File: src/rtl/fifo_pkg.sv
// -----------------------------------------------------------------------------
// fifo_pkg
// Shared defaults and helpers for param_sync_fifo and its interface.
//   DEF_*          : default parameter values (32-bit data, 8 entries,
//                    almost_full at >= 6, almost_empty at <= 1)
//   count_width()  : width of an occupancy counter that must hold 0..DEPTH
//   hs_t           : bundle of the four registered handshake pulses
// -----------------------------------------------------------------------------
package fifo_pkg;

  localparam int DEF_DATA_WIDTH = 32;
  localparam int DEF_ADDR_WIDTH = 3;
  localparam int DEF_AF_THRESH  = 6;
  localparam int DEF_AE_THRESH  = 1;

  // One extra bit over the address so a completely full FIFO (DEPTH) fits.
  function automatic int count_width(input int addr_width);
    return addr_width + 1;
  endfunction

  typedef struct packed {
    logic wr_ack;
    logic wr_err;
    logic rd_ack;
    logic rd_err;
  } hs_t;

endpackage

File: src/rtl/param_sync_fifo_if.sv
// -----------------------------------------------------------------------------
// param_sync_fifo_if
// Producer/consumer bus of param_sync_fifo.
//   master : drives clr, wr_en, d_in, rd_en; observes data and status
//   slave  : the FIFO side (inverse directions)
// Status: data_count, full, empty, almost_full, almost_empty,
//         wr_ack/wr_err/rd_ack/rd_err (one-cycle registered pulses).
// -----------------------------------------------------------------------------
interface param_sync_fifo_if
  import fifo_pkg::*;
#(
  parameter int DATA_WIDTH = DEF_DATA_WIDTH,
  parameter int ADDR_WIDTH = DEF_ADDR_WIDTH
) ();

  localparam int CW = count_width(ADDR_WIDTH);

  logic                  clr;
  logic                  wr_en;
  logic [DATA_WIDTH-1:0] d_in;
  logic                  rd_en;
  logic [DATA_WIDTH-1:0] d_out;
  logic [CW-1:0]         data_count;
  logic                  full;
  logic                  empty;
  logic                  almost_full;
  logic                  almost_empty;
  logic                  wr_ack;
  logic                  wr_err;
  logic                  rd_ack;
  logic                  rd_err;

  modport master (
    output clr, wr_en, d_in, rd_en,
    input  d_out, data_count, full, empty, almost_full, almost_empty,
           wr_ack, wr_err, rd_ack, rd_err
  );

  modport slave (
    input  clr, wr_en, d_in, rd_en,
    output d_out, data_count, full, empty, almost_full, almost_empty,
           wr_ack, wr_err, rd_ack, rd_err
  );

endinterface

File: src/rtl/fifo_mem.sv
// -----------------------------------------------------------------------------
// fifo_mem
// DEPTH x DATA_WIDTH storage array: one synchronous write port and one
// asynchronous read port. Contents are deliberately not reset.
//   clk     : write clock
//   i_we    : write enable
//   i_waddr : write address
//   i_wdata : write data
//   i_raddr : read address
//   o_rdata : mem[i_raddr], combinational
// -----------------------------------------------------------------------------
module fifo_mem #(
  parameter int DATA_WIDTH = 32,
  parameter int ADDR_WIDTH = 3
) (
  input  logic                  clk,
  input  logic                  i_we,
  input  logic [ADDR_WIDTH-1:0] i_waddr,
  input  logic [DATA_WIDTH-1:0] i_wdata,
  input  logic [ADDR_WIDTH-1:0] i_raddr,
  output logic [DATA_WIDTH-1:0] o_rdata
);

  localparam int DEPTH = 2 ** ADDR_WIDTH;

  logic [DATA_WIDTH-1:0] r_mem [DEPTH];

  always_ff @(posedge clk) begin
    if (i_we) begin
      r_mem[i_waddr] <= i_wdata;
    end
  end

  // The read sees the pre-edge contents, so a read and a write of the same
  // slot in one cycle (full FIFO, read+write) returns the old word.
  assign o_rdata = r_mem[i_raddr];

endmodule

File: src/rtl/param_sync_fifo.sv
// -----------------------------------------------------------------------------
// param_sync_fifo
// Parametrised single-clock FIFO with programmable almost flags, synchronous
// clear and registered ack/err handshake pulses.
//   clk   : clock, all state on rising edge
//   reset : asynchronous, active-high reset (priority over clr)
//   bus   : param_sync_fifo_if.slave (clr, wr_en, d_in, rd_en, d_out,
//           data_count, full, empty, almost_full, almost_empty,
//           wr_ack, wr_err, rd_ack, rd_err)
// Build option:
//   FIFO_FWFT_EN defined   : first-word-fall-through; d_out shows the head
//                            word combinationally (0 while empty).
//   FIFO_FWFT_EN undefined : d_out is registered, loaded on an accepted read.
// -----------------------------------------------------------------------------
module param_sync_fifo
  import fifo_pkg::*;
#(
  parameter int DATA_WIDTH = DEF_DATA_WIDTH,
  parameter int ADDR_WIDTH = DEF_ADDR_WIDTH,
  parameter int AF_THRESH  = DEF_AF_THRESH,
  parameter int AE_THRESH  = DEF_AE_THRESH
) (
  input  logic             clk,
  input  logic             reset,
  param_sync_fifo_if.slave bus
);

  localparam int             DEPTH   = 2 ** ADDR_WIDTH;
  localparam int             CW      = count_width(ADDR_WIDTH);
  localparam logic [CW-1:0]  DEPTH_C = CW'(DEPTH);
  localparam logic [CW-1:0]  AF_C    = CW'(AF_THRESH);
  localparam logic [CW-1:0]  AE_C    = CW'(AE_THRESH);

  logic [ADDR_WIDTH-1:0] r_wr_ptr;
  logic [ADDR_WIDTH-1:0] r_rd_ptr;
  logic [CW-1:0]         r_count;
  hs_t                   r_hs;

  logic                  w_full;
  logic                  w_empty;
  logic                  w_rd_acc;
  logic                  w_wr_acc;
  logic                  w_mem_we;
  logic [DATA_WIDTH-1:0] w_head;

  assign w_full  = (r_count == DEPTH_C);
  assign w_empty = (r_count == '0);

  // A write into a full FIFO is still accepted when a read frees a slot in
  // the same cycle; a read of an empty FIFO is never accepted, so there is
  // no write-through path.
  assign w_rd_acc = bus.rd_en && !w_empty;
  assign w_wr_acc = bus.wr_en && (!w_full || w_rd_acc);
  assign w_mem_we = w_wr_acc && !bus.clr;

  fifo_mem #(
    .DATA_WIDTH (DATA_WIDTH),
    .ADDR_WIDTH (ADDR_WIDTH)
  ) u_mem (
    .clk     (clk),
    .i_we    (w_mem_we),
    .i_waddr (r_wr_ptr),
    .i_wdata (bus.d_in),
    .i_raddr (r_rd_ptr),
    .o_rdata (w_head)
  );

  always_ff @(posedge clk or posedge reset) begin
    if (reset) begin
      r_wr_ptr <= '0;
      r_rd_ptr <= '0;
      r_count  <= '0;
      r_hs     <= '0;
    end else if (bus.clr) begin
      r_wr_ptr <= '0;
      r_rd_ptr <= '0;
      r_count  <= '0;
      r_hs     <= '0;
    end else begin
      if (w_wr_acc) r_wr_ptr <= r_wr_ptr + 1'b1;
      if (w_rd_acc) r_rd_ptr <= r_rd_ptr + 1'b1;
      // Simultaneous accepted read and write leave occupancy unchanged.
      if (w_wr_acc && !w_rd_acc)      r_count <= r_count + 1'b1;
      else if (w_rd_acc && !w_wr_acc) r_count <= r_count - 1'b1;
      r_hs.wr_ack <= w_wr_acc;
      r_hs.wr_err <= bus.wr_en && !w_wr_acc;
      r_hs.rd_ack <= w_rd_acc;
      r_hs.rd_err <= bus.rd_en && !w_rd_acc;
    end
  end

`ifdef FIFO_FWFT_EN
  // Head word is presented directly; a pop advances rd_ptr so the next word
  // appears the cycle after the pop.
  assign bus.d_out = w_empty ? '0 : w_head;
`else
  logic [DATA_WIDTH-1:0] r_dout;

  // Output register holds its value on rejected reads and through clr.
  always_ff @(posedge clk or posedge reset) begin
    if (reset) begin
      r_dout <= '0;
    end else if (!bus.clr && w_rd_acc) begin
      r_dout <= w_head;
    end
  end

  assign bus.d_out = r_dout;
`endif

  assign bus.data_count   = r_count;
  assign bus.full         = w_full;
  assign bus.empty        = w_empty;
  assign bus.almost_full  = (r_count >= AF_C);
  assign bus.almost_empty = (r_count <= AE_C);
  assign bus.wr_ack       = r_hs.wr_ack;
  assign bus.wr_err       = r_hs.wr_err;
  assign bus.rd_ack       = r_hs.rd_ack;
  assign bus.rd_err       = r_hs.rd_err;

endmodule

File: src/flat_wrapper.sv
// flat-port wrapper written by rule: the top's interface ports become plain ports
module param_sync_fifo_flat import fifo_pkg::*;
#(
  parameter int DATA_WIDTH = DEF_DATA_WIDTH,
  parameter int ADDR_WIDTH = DEF_ADDR_WIDTH,
  parameter int AF_THRESH  = DEF_AF_THRESH,
  parameter int AE_THRESH  = DEF_AE_THRESH
)
  (clk, reset, bus_clr, bus_wr_en, bus_d_in, bus_rd_en, bus_d_out, bus_data_count, bus_full, bus_empty, bus_almost_full, bus_almost_empty, bus_wr_ack, bus_wr_err, bus_rd_ack, bus_rd_err);
  param_sync_fifo_if #(.DATA_WIDTH(DATA_WIDTH), .ADDR_WIDTH(ADDR_WIDTH)) bus_i ();
  input  logic clk;
  input  logic reset;
  input wire logic [$bits(bus_i.clr)-1:0] bus_clr;
  input wire logic [$bits(bus_i.wr_en)-1:0] bus_wr_en;
  input wire logic [$bits(bus_i.d_in)-1:0] bus_d_in;
  input wire logic [$bits(bus_i.rd_en)-1:0] bus_rd_en;
  output wire logic [$bits(bus_i.d_out)-1:0] bus_d_out;
  output wire logic [$bits(bus_i.data_count)-1:0] bus_data_count;
  output wire logic [$bits(bus_i.full)-1:0] bus_full;
  output wire logic [$bits(bus_i.empty)-1:0] bus_empty;
  output wire logic [$bits(bus_i.almost_full)-1:0] bus_almost_full;
  output wire logic [$bits(bus_i.almost_empty)-1:0] bus_almost_empty;
  output wire logic [$bits(bus_i.wr_ack)-1:0] bus_wr_ack;
  output wire logic [$bits(bus_i.wr_err)-1:0] bus_wr_err;
  output wire logic [$bits(bus_i.rd_ack)-1:0] bus_rd_ack;
  output wire logic [$bits(bus_i.rd_err)-1:0] bus_rd_err;
  assign bus_i.clr = bus_clr;
  assign bus_i.wr_en = bus_wr_en;
  assign bus_i.d_in = bus_d_in;
  assign bus_i.rd_en = bus_rd_en;
  assign bus_d_out = bus_i.d_out;
  assign bus_data_count = bus_i.data_count;
  assign bus_full = bus_i.full;
  assign bus_empty = bus_i.empty;
  assign bus_almost_full = bus_i.almost_full;
  assign bus_almost_empty = bus_i.almost_empty;
  assign bus_wr_ack = bus_i.wr_ack;
  assign bus_wr_err = bus_i.wr_err;
  assign bus_rd_ack = bus_i.rd_ack;
  assign bus_rd_err = bus_i.rd_err;
  param_sync_fifo #(.DATA_WIDTH(DATA_WIDTH), .ADDR_WIDTH(ADDR_WIDTH), .AF_THRESH(AF_THRESH), .AE_THRESH(AE_THRESH)) u_core (.clk(clk), .reset(reset), .bus(bus_i));
endmodule
File: config.mk
export PLATFORM = sky130hd
export DESIGN_NAME = param_sync_fifo_flat
export DESIGN_NICKNAME = d
export VERILOG_FILES = /design/src/rtl/fifo_pkg.sv /design/src/rtl/param_sync_fifo_if.sv /design/src/rtl/fifo_mem.sv /design/src/rtl/param_sync_fifo.sv /design/src/flat_wrapper.sv
export SDC_FILE = /design/constraint.sdc
export NUM_CORES = 1
export LEC_CHECK = 0
export CORE_MARGIN = 2
export CORE_UTILIZATION = 58
export CTS_CLUSTER_DIAMETER = 150
export DETAILED_ROUTE_END_ITERATION = 6
export PLACE_DENSITY = 0.83
export SLEW_MARGIN = 25
export SYNTH_ARGS = -nofsm -noshare
export SYNTH_HDL_FRONTEND = slang
export SYNTH_SLANG_ARGS = --single-unit
File: constraint.sdc
create_clock -name clk -period 5.95 [get_ports clk]
set_clock_uncertainty 0.15 [all_clocks]
set_input_delay 0.595 -clock clk [delete_from_list [all_inputs] [get_ports clk]]
set_output_delay 0.595 -clock clk [all_outputs]
set_load 0.005 [all_outputs]
==> results.tsv <==
metric	value	unit
status	completed	
worstSetupPathType	register to register	
combPwrFrac	21.2	%
place_inst	898	
switching_share	24.77	%
antenna_found_initial	0	
synth_area_leaders	edfxtp_1 (66%), mux4_2 (12%), dfrtp_1 (9.9%)	
grt_max_degree	67	
netlist_area	11600	µm²
seq_area_frac_synth	76.19	%
die_w	145.4	µm
final_nets	712	
period_minus_slack	3.284	ns
synthCells	577	
fp-row-count	51	
post_cts_resized	0	
worst_slew_pin_slew	0.9863	ns
synth_nets	620	
critPathCaptureType	register	
ir_worst_vdd	0.3011	mV
die-area	21150	µm²
grt_overflow	0	
leakagePower	4.444	nW
first_pass_iters	5	
io_pins	81	
crit_buf_inv	1	
vias	5610	
power.density	412.1	nW/µm²
postCtsSetupBuffers	0	
placed_area	12660	µm²
start_kind	register	
design_area	13750	µm²
path_delay_family	simple AND/OR/NAND/NOR gates	
p_total	5.668	mW
p_sw	1.404	mW
clkTransAtPathRegs	0.06	ns
whs	0.3769	ns
yosysWarnings	0	
via_per_inst	5.856	
fmax	304.5	MHz
cts_sinks	302	
synth_top_family_by_area	multiplexers	
wl_per_cell	22.54	µm
portBuffers	80	
finalCritPeriodShare	55.19	%
insertion_delay	0.54	ns
grt_setup_unrepaired	no	
cp_slowest_cell	nor2_4	
yosysUniqueCellTypes	33	
p_seq_share	46.2	%
muxShareOfSynthArea	15.47	%
hold_viol	0	
synth-compound-area-share	2.168	%
setup-tns-final	0	ns
grt_pass1_vias	5901	
drtIter0Drc	558	
clockPowerShare	32.6	%
rrSetupSlack	2.67	ns
setup_viol	0	
place.gp.congestion	0.7959	
grt_pass1_wl	33620	µm
path_cells	inv_1 > ha_1 > nand4bb_1 > nor3b_1 > nand2_1 > nor2_4	
synth_xor_area_share	0.4530	%
cap_viol_max_count	0	
synth_top_area_share	66.26	%
crit_required	5.95	ns
cts_tree	done	
synthAdderAreaFrac	0.6471	%
yosys.area_share.simple	3.203	%
syn_area_per_cell	20.11	µm²
initial_utilization	59.41	%
root_buffer	clkbuf_16	
dp_hpwl	12060	µm
diodes	0	
worstPathMaxFanout	32	
cts_max_path_buffers	3	
fp.dieH	145.4	µm
drive_above_1_share	19.77	%
arrival	3.29	ns
max-slew-margin-rel	34.09	%
core	19530	µm²
h-tree-depth	1	
slew_viol_final	0	
final_antenna_net_count	0	
synth_area_leader_cell	edfxtp_1	
drc_errors	0	
wl	21590	µm
area_delta_synth_final	18.56	%
cts_made_buffers	30	
ys_ff_latch	302	
globalRouteTotalUtil	20.59	%
fin_cells	958	
hold_path.class	register to register	
critPathMaxStageDelay	0.85	ns
cts_hold_buf	0	
intPower	4.264	mW
[metal layers]
layer / wire length, µm / global-route usage (%) / vias up
met4: 376 / 5.980 / 0
met1: 8770 / 28.04 / 2901
met3: 1128 / 3.135 / 32
met2: 11310 / 35.28 / 190
met5: 0 / 0 / -
li1: - / - / 2487
[cell usage in the layout, fill, tap and decap left out, types with 4 or more instances in the layout]
cell,Yosys,final
xor2_1,6,6
edfxtp_1,256,256
ha_1,6,6
clkbuf_1,4,6
clkinv_1,0,7
buf_16,0,4
clkdlybuf4s50_1,0,80
buf_4,6,7
clkinv_2,0,6
dfrtp_1,46,43
clkbuf_16,0,31
nand3_1,4,4
mux4_2,64,64
o21ai_0,4,4
a21oi_1,35,35
nand2_1,11,11
nor2_1,48,41
nor3_1,6,4
nand2b_1,6,6
mux2i_1,33,33
nor2_4,0,7
[state kept, by name (all words and copies together) (netlist names)]
signal and cells:
u_core.r_wr_ptr 3, u_core.bus.wr_err 1, u_core.bus.wr_ack 1, u_core.bus.rd_ack 1, u_core.bus.data_count 4, u_core.r_rd_ptr 3, u_core.u_mem.r_mem 256, u_core.bus.rd_err 1
u_core.bus.d_out 32
[cells in the mapped netlist, drive strengths merged]
cell type,number
nor3b,1
inv,5
a211oi,4
dfrtp,46
o21ai,4
or3b,1
clkbuf,4
ha,6
and3b,1
a21oi,35
or3,1
nand4bb,1
nor3,6
edfxtp,256
mux2i,33
or4,1
nand2,11
nor2b,1
nor2,48
mux4,64
o22ai,2
mux2,2
nand3,4
xor2,6
nand2b,6
buf,27
o41ai,1
[path summary, 6_finish.rpt]
check / startpoint / endpoint / cells after the start
max in group asynchronous: reset / u_core.r_rd_ptr[2] / 2
min in group asynchronous: reset / u_core.r_rd_ptr[0] / 2
min reg2reg: u_core.bus.d_out[28] / u_core.bus.d_out[28] / 2
max: u_core.bus.data_count[0] / u_core.u_mem.r_mem[6][9] / 6
max reg2reg: u_core.bus.data_count[0] / u_core.u_mem.r_mem[6][9] / 6
min: u_core.bus.d_out[28] / u_core.bus.d_out[28] / 2
[power groups by stage]
| stage | logic (mW) | registers (mW) | clock network (mW) |
|---|---|---|---|
| 6_report | 1.20 | 2.62 | 1.85 |
| 5_1_grt | 1.31 | 2.65 | 1.97 |
| 4_1_cts | 1.21 | 2.62 | 1.88 |
| 3_5_place_dp | 1.20 | 2.66 | 0 |
| 3_3_place_gp | 1.17 | 2.65 | 0 |
| 2_1_floorplan | 0.799 | 2.60 | 0 |
[final cells by class]
type | instances | area [µm²]
clock inverter | 17 | 158.9
multi-input combinational | 239 | 2608
clock buffer | 39 | 825.8
sequential | 302 | 8847
tap | 265 | 331.6
timing repair buffer | 91 | 963.4
fill | 1176 | 5772
inverter | 5 | 20.02
[per-stage QoR]
step / worst slack [ns] / utilization [%]
after floorplan: 1.673 / -
final: 2.666 / 70.44
after CTS: 2.614 / 69.86
after global routing: 2.322 / 70.44
after detailed placement: 2.098 / 64.81
after global placement: 2.281 / 64.81
[cell families (layout without fill, tap and decap cells)]
| family | after synthesis | after routing |
|---|---|---|
| compound gates | 46 | 46 |
| flops | 302 | 302 |
| mux | 99 | 99 |
| buf+inv | 36 | 152 |
| fa+ha+maj | 6 | 6 |
| xor+xnor | 6 | 6 |
| simple gates | 82 | 82 |
[worst register-to-register path, stage by stage, from the launching register on]
cell and delay [ns]:
dfrtp_1 0.48, inv_1 0.10, ha_1 0.32, nand4bb_1 0.24, nor3b_1 0.41, nand2_1 0.33, nor2_4 0.85
Note: power is estimated with default switching activity, not from simulation.
